--- src/rtl/key_step_conditioner_pkg.sv ---
`default_nettype none
// +----------------------------------------------------------------------------+
// | Module      : key_step_conditioner_pkg                                     |
// | Description : Shared FSM state encoding and default 50 MHz timing          |
// |               constants for the pushbutton step conditioner.               |
// | Revision    : 1.0 - initial release                                        |
// +----------------------------------------------------------------------------+
package key_step_conditioner_pkg;

  typedef logic [2:0] state_t;

  localparam state_t IDLE       = 3'd0;
  localparam state_t PRESS_DB   = 3'd1;
  localparam state_t HELD       = 3'd2;
  localparam state_t REPEAT     = 3'd3;
  localparam state_t RELEASE_DB = 3'd4;

  // Board defaults at 50 MHz: 10 ms debounce, 0.5 s repeat delay, 0.25 s period.
  localparam int c_DEF_DEBOUNCE_CYCLES = 500000;
  localparam int c_DEF_REPEAT_DELAY    = 25000000;
  localparam int c_DEF_REPEAT_PERIOD   = 12500000;
  localparam int c_DEF_REPEAT_EN       = 1;
  localparam int c_DEF_CNT_W           = 25;

endpackage
`default_nettype wire

--- src/rtl/key_step_conditioner_if.sv ---
`default_nettype none
// +----------------------------------------------------------------------------+
// | Module      : key_step_conditioner_if                                      |
// | Description : Board-side bundle for the step conditioner.                  |
// |   master : drives KEY_N, SW_UP, SW_EN, SW_CLR; observes the outputs        |
// |   slave  : the conditioner; receives raw inputs, drives STEP, STEP_UP,     |
// |            STEP_EN, CLR, PRESSED                                           |
// | Revision    : 1.0 - initial release                                        |
// +----------------------------------------------------------------------------+
interface key_step_conditioner_if;
  logic KEY_N;
  logic SW_UP;
  logic SW_EN;
  logic SW_CLR;
  logic STEP;
  logic STEP_UP;
  logic STEP_EN;
  logic CLR;
  logic PRESSED;

  modport master (
    output KEY_N, SW_UP, SW_EN, SW_CLR,
    input  STEP, STEP_UP, STEP_EN, CLR, PRESSED
  );

  modport slave (
    input  KEY_N, SW_UP, SW_EN, SW_CLR,
    output STEP, STEP_UP, STEP_EN, CLR, PRESSED
  );
endinterface
`default_nettype wire

--- src/rtl/key_step_conditioner_sync2_ff.sv ---
`default_nettype none
// +----------------------------------------------------------------------------+
// | Module      : sync2_ff                                                     |
// | Description : Two-flop synchronizer, parameterized width and reset value.  |
// |   clk   : sampling clock                                                   |
// |   rst_n : asynchronous active-low reset, loads RST_VAL into both stages    |
// |   i_d   : asynchronous input bus                                           |
// |   o_q   : second-stage synchronized output                                 |
// | Revision    : 1.0 - initial release                                        |
// +----------------------------------------------------------------------------+
module sync2_ff #(
  parameter int               WIDTH   = 1,
  parameter logic [WIDTH-1:0] RST_VAL = '0
) (
  input  wire logic             clk,
  input  wire logic             rst_n,
  input  wire logic [WIDTH-1:0] i_d,
  output logic      [WIDTH-1:0] o_q
);

  logic [WIDTH-1:0] r_meta;
  logic [WIDTH-1:0] r_sync;

  always_ff @(posedge clk or negedge rst_n) begin
    if (!rst_n) begin
      r_meta <= RST_VAL;
      r_sync <= RST_VAL;
    end else begin
      r_meta <= i_d;
      r_sync <= r_meta;
    end
  end

  assign o_q = r_sync;

endmodule
`default_nettype wire

--- src/rtl/key_step_conditioner.sv ---
`default_nettype none
// +----------------------------------------------------------------------------+
// | Module      : key_step_conditioner                                         |
// | Description : Synchronizes and debounces an active-low pushbutton and      |
// |               emits one-cycle STEP pulses with optional auto-repeat.       |
// |   CLOCK_50 : system clock                                                  |
// |   RST_N    : asynchronous active-low reset                                 |
// |   bus      : slave side of key_step_conditioner_if                         |
// |              in : KEY_N (0 = pressed), SW_UP, SW_EN, SW_CLR                |
// |              out: STEP, STEP_UP, STEP_EN (captured at STEP), CLR, PRESSED  |
// | Revision    : 1.0 - initial release                                        |
// +----------------------------------------------------------------------------+
module key_step_conditioner
  import key_step_conditioner_pkg::*;
#(
  parameter int DEBOUNCE_CYCLES = c_DEF_DEBOUNCE_CYCLES,
  parameter int REPEAT_DELAY    = c_DEF_REPEAT_DELAY,
  parameter int REPEAT_PERIOD   = c_DEF_REPEAT_PERIOD,
  parameter int REPEAT_EN       = c_DEF_REPEAT_EN,
  parameter int CNT_W           = c_DEF_CNT_W
) (
  input wire logic               CLOCK_50,
  input wire logic               RST_N,
  key_step_conditioner_if.slave  bus
);

  localparam logic [CNT_W-1:0] c_DB_LAST  = CNT_W'(DEBOUNCE_CYCLES - 1);
  localparam logic [CNT_W-1:0] c_RD_LAST  = CNT_W'(REPEAT_DELAY - 1);
  localparam logic [CNT_W-1:0] c_RP_LAST  = CNT_W'(REPEAT_PERIOD - 1);
  localparam logic [CNT_W-1:0] c_CNT_ONE  = CNT_W'(1);

  logic             w_key_s;
  logic [2:0]       w_sw_s;
  logic             w_up_s;
  logic             w_en_s;
  logic             w_clr_s;

  state_t           r_state;
  state_t           w_state_nxt;
  logic [CNT_W-1:0] r_cnt;
  logic [CNT_W-1:0] w_cnt_nxt;
  logic             r_evt;
  logic             w_evt_nxt;

  logic             w_step;
  logic             w_pressed;
  logic             r_step;
  logic             r_pressed;
  logic             r_step_up;
  logic             r_step_en;

  sync2_ff #(.WIDTH(1), .RST_VAL(1'b1)) u_sync_key (
    .clk   (CLOCK_50),
    .rst_n (RST_N),
    .i_d   (bus.KEY_N),
    .o_q   (w_key_s)
  );

  sync2_ff #(.WIDTH(3), .RST_VAL(3'b000)) u_sync_sw (
    .clk   (CLOCK_50),
    .rst_n (RST_N),
    .i_d   ({bus.SW_CLR, bus.SW_EN, bus.SW_UP}),
    .o_q   (w_sw_s)
  );

  assign w_up_s  = w_sw_s[0];
  assign w_en_s  = w_sw_s[1];
  assign w_clr_s = w_sw_s[2];

  // State register; r_evt marks the cycle after a STEP-worthy transition.
  always_ff @(posedge CLOCK_50 or negedge RST_N) begin
    if (!RST_N) begin
      r_state <= IDLE;
      r_cnt   <= '0;
      r_evt   <= 1'b0;
    end else begin
      r_state <= w_state_nxt;
      r_cnt   <= w_cnt_nxt;
      r_evt   <= w_evt_nxt;
    end
  end

  // Next-state logic. Key level is checked before the terminal count so a
  // release/bounce on the terminal edge always wins.
  always_comb begin
    w_state_nxt = r_state;
    w_cnt_nxt   = r_cnt;
    w_evt_nxt   = 1'b0;
    case (r_state)
      IDLE: begin
        if (!w_key_s) begin
          w_state_nxt = PRESS_DB;
          w_cnt_nxt   = '0;
        end
      end
      PRESS_DB: begin
        if (w_key_s) begin
          w_state_nxt = IDLE;
          w_cnt_nxt   = '0;
        end else if (r_cnt == c_DB_LAST) begin
          w_state_nxt = HELD;
          w_cnt_nxt   = '0;
          w_evt_nxt   = 1'b1;
        end else begin
          w_cnt_nxt   = r_cnt + c_CNT_ONE;
        end
      end
      HELD: begin
        if (w_key_s) begin
          w_state_nxt = RELEASE_DB;
          w_cnt_nxt   = '0;
        end else if (REPEAT_EN != 0) begin
          if (r_cnt == c_RD_LAST) begin
            w_state_nxt = REPEAT;
            w_cnt_nxt   = '0;
            w_evt_nxt   = 1'b1;
          end else begin
            w_cnt_nxt   = r_cnt + c_CNT_ONE;
          end
        end
      end
      REPEAT: begin
        if (w_key_s) begin
          w_state_nxt = RELEASE_DB;
          w_cnt_nxt   = '0;
        end else if (r_cnt == c_RP_LAST) begin
          w_cnt_nxt   = '0;
          w_evt_nxt   = 1'b1;
        end else begin
          w_cnt_nxt   = r_cnt + c_CNT_ONE;
        end
      end
      RELEASE_DB: begin
        // A re-press while debouncing the release restarts the repeat delay.
        if (!w_key_s) begin
          w_state_nxt = HELD;
          w_cnt_nxt   = '0;
        end else if (r_cnt == c_DB_LAST) begin
          w_state_nxt = IDLE;
          w_cnt_nxt   = '0;
        end else begin
          w_cnt_nxt   = r_cnt + c_CNT_ONE;
        end
      end
      default: begin
        w_state_nxt = IDLE;
        w_cnt_nxt   = '0;
      end
    endcase
  end

  // Output decode from the registered state.
  always_comb begin
    w_step    = r_evt;
    w_pressed = (r_state == HELD) || (r_state == REPEAT) || (r_state == RELEASE_DB);
  end

  // Registered outputs; qualifiers are captured on the same edge STEP rises.
  always_ff @(posedge CLOCK_50 or negedge RST_N) begin
    if (!RST_N) begin
      r_step    <= 1'b0;
      r_pressed <= 1'b0;
      r_step_up <= 1'b0;
      r_step_en <= 1'b0;
    end else begin
      r_step    <= w_step;
      r_pressed <= w_pressed;
      if (w_step) begin
        r_step_up <= w_up_s;
        r_step_en <= w_en_s;
      end
    end
  end

  assign bus.STEP    = r_step;
  assign bus.PRESSED = r_pressed;
  assign bus.STEP_UP = r_step_up;
  assign bus.STEP_EN = r_step_en;
  assign bus.CLR     = w_clr_s;

endmodule
`default_nettype wire

--- src/flat_wrapper.sv ---
// flat-port wrapper written by rule: the top's interface ports become plain ports
module key_step_conditioner_flat import key_step_conditioner_pkg::*;
#(
  parameter int DEBOUNCE_CYCLES = c_DEF_DEBOUNCE_CYCLES,
  parameter int REPEAT_DELAY    = c_DEF_REPEAT_DELAY,
  parameter int REPEAT_PERIOD   = c_DEF_REPEAT_PERIOD,
  parameter int REPEAT_EN       = c_DEF_REPEAT_EN,
  parameter int CNT_W           = c_DEF_CNT_W
)
  (CLOCK_50, RST_N, bus_KEY_N, bus_SW_UP, bus_SW_EN, bus_SW_CLR, bus_STEP, bus_STEP_UP, bus_STEP_EN, bus_CLR, bus_PRESSED);
  key_step_conditioner_if bus_i ();
  input wire logic CLOCK_50;
  input wire logic RST_N;
  input wire logic [$bits(bus_i.KEY_N)-1:0] bus_KEY_N;
  input wire logic [$bits(bus_i.SW_UP)-1:0] bus_SW_UP;
  input wire logic [$bits(bus_i.SW_EN)-1:0] bus_SW_EN;
  input wire logic [$bits(bus_i.SW_CLR)-1:0] bus_SW_CLR;
  output wire logic [$bits(bus_i.STEP)-1:0] bus_STEP;
  output wire logic [$bits(bus_i.STEP_UP)-1:0] bus_STEP_UP;
  output wire logic [$bits(bus_i.STEP_EN)-1:0] bus_STEP_EN;
  output wire logic [$bits(bus_i.CLR)-1:0] bus_CLR;
  output wire logic [$bits(bus_i.PRESSED)-1:0] bus_PRESSED;
  assign bus_i.KEY_N = bus_KEY_N;
  assign bus_i.SW_UP = bus_SW_UP;
  assign bus_i.SW_EN = bus_SW_EN;
  assign bus_i.SW_CLR = bus_SW_CLR;
  assign bus_STEP = bus_i.STEP;
  assign bus_STEP_UP = bus_i.STEP_UP;
  assign bus_STEP_EN = bus_i.STEP_EN;
  assign bus_CLR = bus_i.CLR;
  assign bus_PRESSED = bus_i.PRESSED;
  key_step_conditioner #(.DEBOUNCE_CYCLES(DEBOUNCE_CYCLES), .REPEAT_DELAY(REPEAT_DELAY), .REPEAT_PERIOD(REPEAT_PERIOD), .REPEAT_EN(REPEAT_EN), .CNT_W(CNT_W)) u_core (.CLOCK_50(CLOCK_50), .RST_N(RST_N), .bus(bus_i));
endmodule
--- config.mk ---
export PLATFORM = sky130hd
export DESIGN_NAME = key_step_conditioner_flat
export DESIGN_NICKNAME = d
export VERILOG_FILES = /design/src/rtl/key_step_conditioner_pkg.sv /design/src/rtl/key_step_conditioner_if.sv /design/src/rtl/key_step_conditioner_sync2_ff.sv /design/src/rtl/key_step_conditioner.sv /design/src/flat_wrapper.sv
export SDC_FILE = /design/constraint.sdc
export NUM_CORES = 1
export LEC_CHECK = 0
export BUFFER_PORTS_ARGS = -buffer_cell sky130_fd_sc_hd__buf_2
export CAP_MARGIN = 20
export CORE_MARGIN = 3
export CORE_UTILIZATION = 48
export CTS_CLUSTER_SIZE = 16
export DETAILED_ROUTE_END_ITERATION = 6
export PLACE_DENSITY = 0.63
export SLEW_MARGIN = 40
export SYNTH_ARGS = -nofsm -noshare
export SYNTH_HDL_FRONTEND = slang
export SYNTH_SLANG_ARGS = --single-unit
--- constraint.sdc ---
create_clock -name CLOCK_50 -period 2.8 [get_ports CLOCK_50]
set_input_delay 0 -clock CLOCK_50 [delete_from_list [all_inputs] [get_ports CLOCK_50]]
set_output_delay 0 -clock CLOCK_50 [all_outputs]
set_load 0.1 [all_outputs]
==> run summary <==
Antenna-violating nets left: 0
Overall Global Routing Usage: 0.192
Final setup viols: 0
Hold crit path type: in2async
Synth top cells by count: dfrtp_1, nor2_1, nand2_1
Final clock skew: 0.00457 ns
Cell variety after synth: 40
DRT iter0 DRCs: 117
Layout cell share with drive strength beyond 1: 0.136
Row count: 23
CP max-delay cell: or4b_1
Worst EP arrival: 2.75 ns
Crit-path max cell delay: 0.56 ns
GRT overflow: 0
Cell taking the most area after synthesis: dfrtp_1
F_max: 390 MHz
Main synth FF type: dfrtp_1
ANT cells: 0
Drt drc: 0
Initial antenna violation count: 0
Clk sinks: 41
PwrDens: 525 nW/um^2
Multi-input gate area: 967 um^2
Slew at the pin closest to its max-slew limit: 0.739 ns
Num CTS Buffers: 5
Via/cell ratio: 5.67
Average cell area after synthesis: 9.37 um^2
Flops & latches, synth: 41
Synth top area cells: dfrtp_1, o21ai_0, nor2_1
Mapped Area: 2050 um^2
Die Wd: 71.4 um
Vias after detailed routing: 1622
Root buffer cell: clkbuf_8
Die Y: 71.4 um
Sw Share: 0.206
Post-route minimum period: 2.56 ns
NetSw: 0.000253 W
RR Endpoint: u_core.r_cnt[13]
Clock Tree Buf Depth: 2
HPWL Detailed: 3.06 mm
CP Capture Type: flop
EDFF count, synth: 0
Maximum VDD drop: 302 uV
Post-route cell area: 2340 um^2
CP required: 2.99 ns
Final Max Slew Viols: 0
Clk slew on worst S/H paths: 0.08 ns
Internal power: 0.000975 W
Post-cts sizing count: 0
RePlAce Congestion: 0.828
Relative slew slack: 0.506
Area post-placement: 2160 um^2
Fillcell total: 354
LEAKAGE: 0.952 nW
Syn-to-layout area delta: 14.0%
Synth top area share: 0.476
Vias in the first global route: 1653
Cells after Synth: 219
Max FO, Critical Path: 15
Register area: 1030 um^2
Async set or reset register ratio after synthesis: 1.00
Final net count: 242
Part of the power in combinational logic: 0.048
Inst Count DP: 273
Syn Nets: 226
YS warnings: 0
Reg2reg start: u_core.r_cnt[10]
CP delay by family, top: simple AND/OR/NAND/NOR gates
CP Buf/Inv Count: 1
Largest net degree at the start of global routing: 42
Startpoint Class: flop
Clock group share of total power: 0.455
Setup_tns: 0 ns
Ports: 11
Period Utilization, post-route: 0.916
DR pass1 iterations: 4
Initial Utilization: 0.506
RSZ-0062 raised after global routing: false
Kind of critical path: reg2reg
Final-report hold violation count: 0
Max_cap viols: 0
Final core occ: 0.577
CP cell instances: or4b_1, or4_1, or2_1, a32oi_2, buf_4, o21ai_0, o2bb2ai_1
Worst Reg-to-Reg Cells: 7
Final Non-Filler Cells: 286
PortBufs: 10
Wire per inst: 15.1 um
FF-to-FF setup slack: 0.24 ns
Reg power frac: 0.496
Register area share after synthesis: 0.501
Top-count cell post-synth: dfrtp_1
Global-route wire length before repair: 7.75 mm
# H-tree levels: 2
CTS tree: done
Core Box Area: 4060 um^2
Worst skew pair latency: 0.29 ns
Outcome: complete, no violations
Final WL: 4.31 mm
Total Die Area: 5100 um^2
-- routing by layer --
| layer | wire, um | GRT usage | share of wire |
|---|---|---|---|
| met5 | 0 | 0 | 0 |
| met4 | 50 | 0.0543 | 0.012 |
| met3 | 191 | 0.0533 | 0.044 |
| met2 | 2040 | 0.310 | 0.47 |
| met1 | 2020 | 0.253 | 0.47 |
-- repair_timing --
item,in CTS,in global routing
setup buffers,0,0
hold buffers,5,0
endpoints found under the hold margin,43,0
endpoints found under the setup margin,0,0
-- cell families (layout without fill, tap and decap cells) --
group                      after synthesis  count (layout)  share of synthesized area
and+or+nand+nor                        115             115                      0.298
adders and majority gates                1               1                    0.00610
xor gates and xnor gates                10              10                     0.0427
AOI/OAI and AO/OA                       37              37                      0.111
muxes                                    2               2                     0.0110
buffers and inverters                   13              30                     0.0305
DFF                                     41              41                      0.501
-- placed cells by master (no fill, tap or decap), types with 5 or more instances in the layout --
master / instances
buf_4: 6
nor3_1: 9
dlygate4sd3_1: 5
a21oi_1: 7
or3_1: 8
nor4_1: 6
nor2_1: 23
clkbuf_8: 5
buf_2: 9
nand3_1: 17
o21ai_0: 21
nand4_1: 6
nand2_1: 22
xnor2_1: 8
dfrtp_1: 39
-- power by group through the flow --
stage                     registers, W   logic, W  clock network (W)
after global placement        0.000621  0.0000532                  0
final                         0.000609  0.0000594           0.000559
after floorplan               0.000624  0.0000262                  0
after CTS                     0.000610  0.0000607           0.000572
after global routing          0.000612  0.0000673           0.000600
after detailed placement      0.000621  0.0000552                  0
-- registers in the layout, summed over array words and instances, names as in the netlist --
name                      count
u_core.bus.PRESSED            1
u_core.r_cnt                 25
u_core.r_state                3
u_core.r_evt                  1
u_core.bus.STEP_EN            1
u_core.bus.STEP               1
u_core.u_sync_sw.o_q          3
u_core.u_sync_key.o_q         1
u_core.u_sync_key.r_meta      1
u_core.bus.STEP_UP            1
u_core.u_sync_sw.r_meta       3
-- layout make-up --
type,instances,share of cell area
multi-input cells,165,0.413
flip-flops and latches,41,0.440
inverters,2,0.00321
clock buffers,5,0.0294
repair buffers,20,0.0599
well taps,50,0.0267
clock inverters,3,0.0278
-- worst max path at each step --
| stage | startpoint | endpoint | slack [ns] | cells after the start |
|---|---|---|---|---|
| floorplan | u_core.r_cnt[10] | u_core.r_cnt[3] | 0.29 | 8 |
| global placement | u_core.r_cnt[10] | u_core.r_cnt[13] | 0.31 | 7 |
| detailed placement | u_core.r_cnt[10] | u_core.r_cnt[13] | 0.26 | 7 |
| CTS | u_core.r_cnt[10] | u_core.r_cnt[13] | 0.23 | 7 |
| global route | u_core.r_cnt[10] | u_core.r_cnt[13] | 0.08 | 7 |
| finish | u_core.r_cnt[10] | u_core.r_cnt[13] | 0.24 | 7 |
-- worst register-to-register path, stage by stage (launching register included) --
cell,delay (ns)
dfrtp_1,0.46
or4b_1,0.56
or4_1,0.51
or2_1,0.26
a32oi_2,0.19
buf_4,0.24
o21ai_0,0.11
o2bb2ai_1,0.14
-- through the flow --
step / power [W] / hold WS, ns / setup slack, ns
floorplan: 0.000650 / -0.296 / 0.286
global placement: 0.000674 / 0.107 / 0.311
detailed placement: 0.000677 / 0.0127 / 0.263
CTS: 0.00124 / 0.239 / 0.234
global route: 0.00128 / 0.266 / 0.0826
finish: 0.00123 / 0.227 / 0.236
No activity file was read; power rests on OpenSTA's default activity.
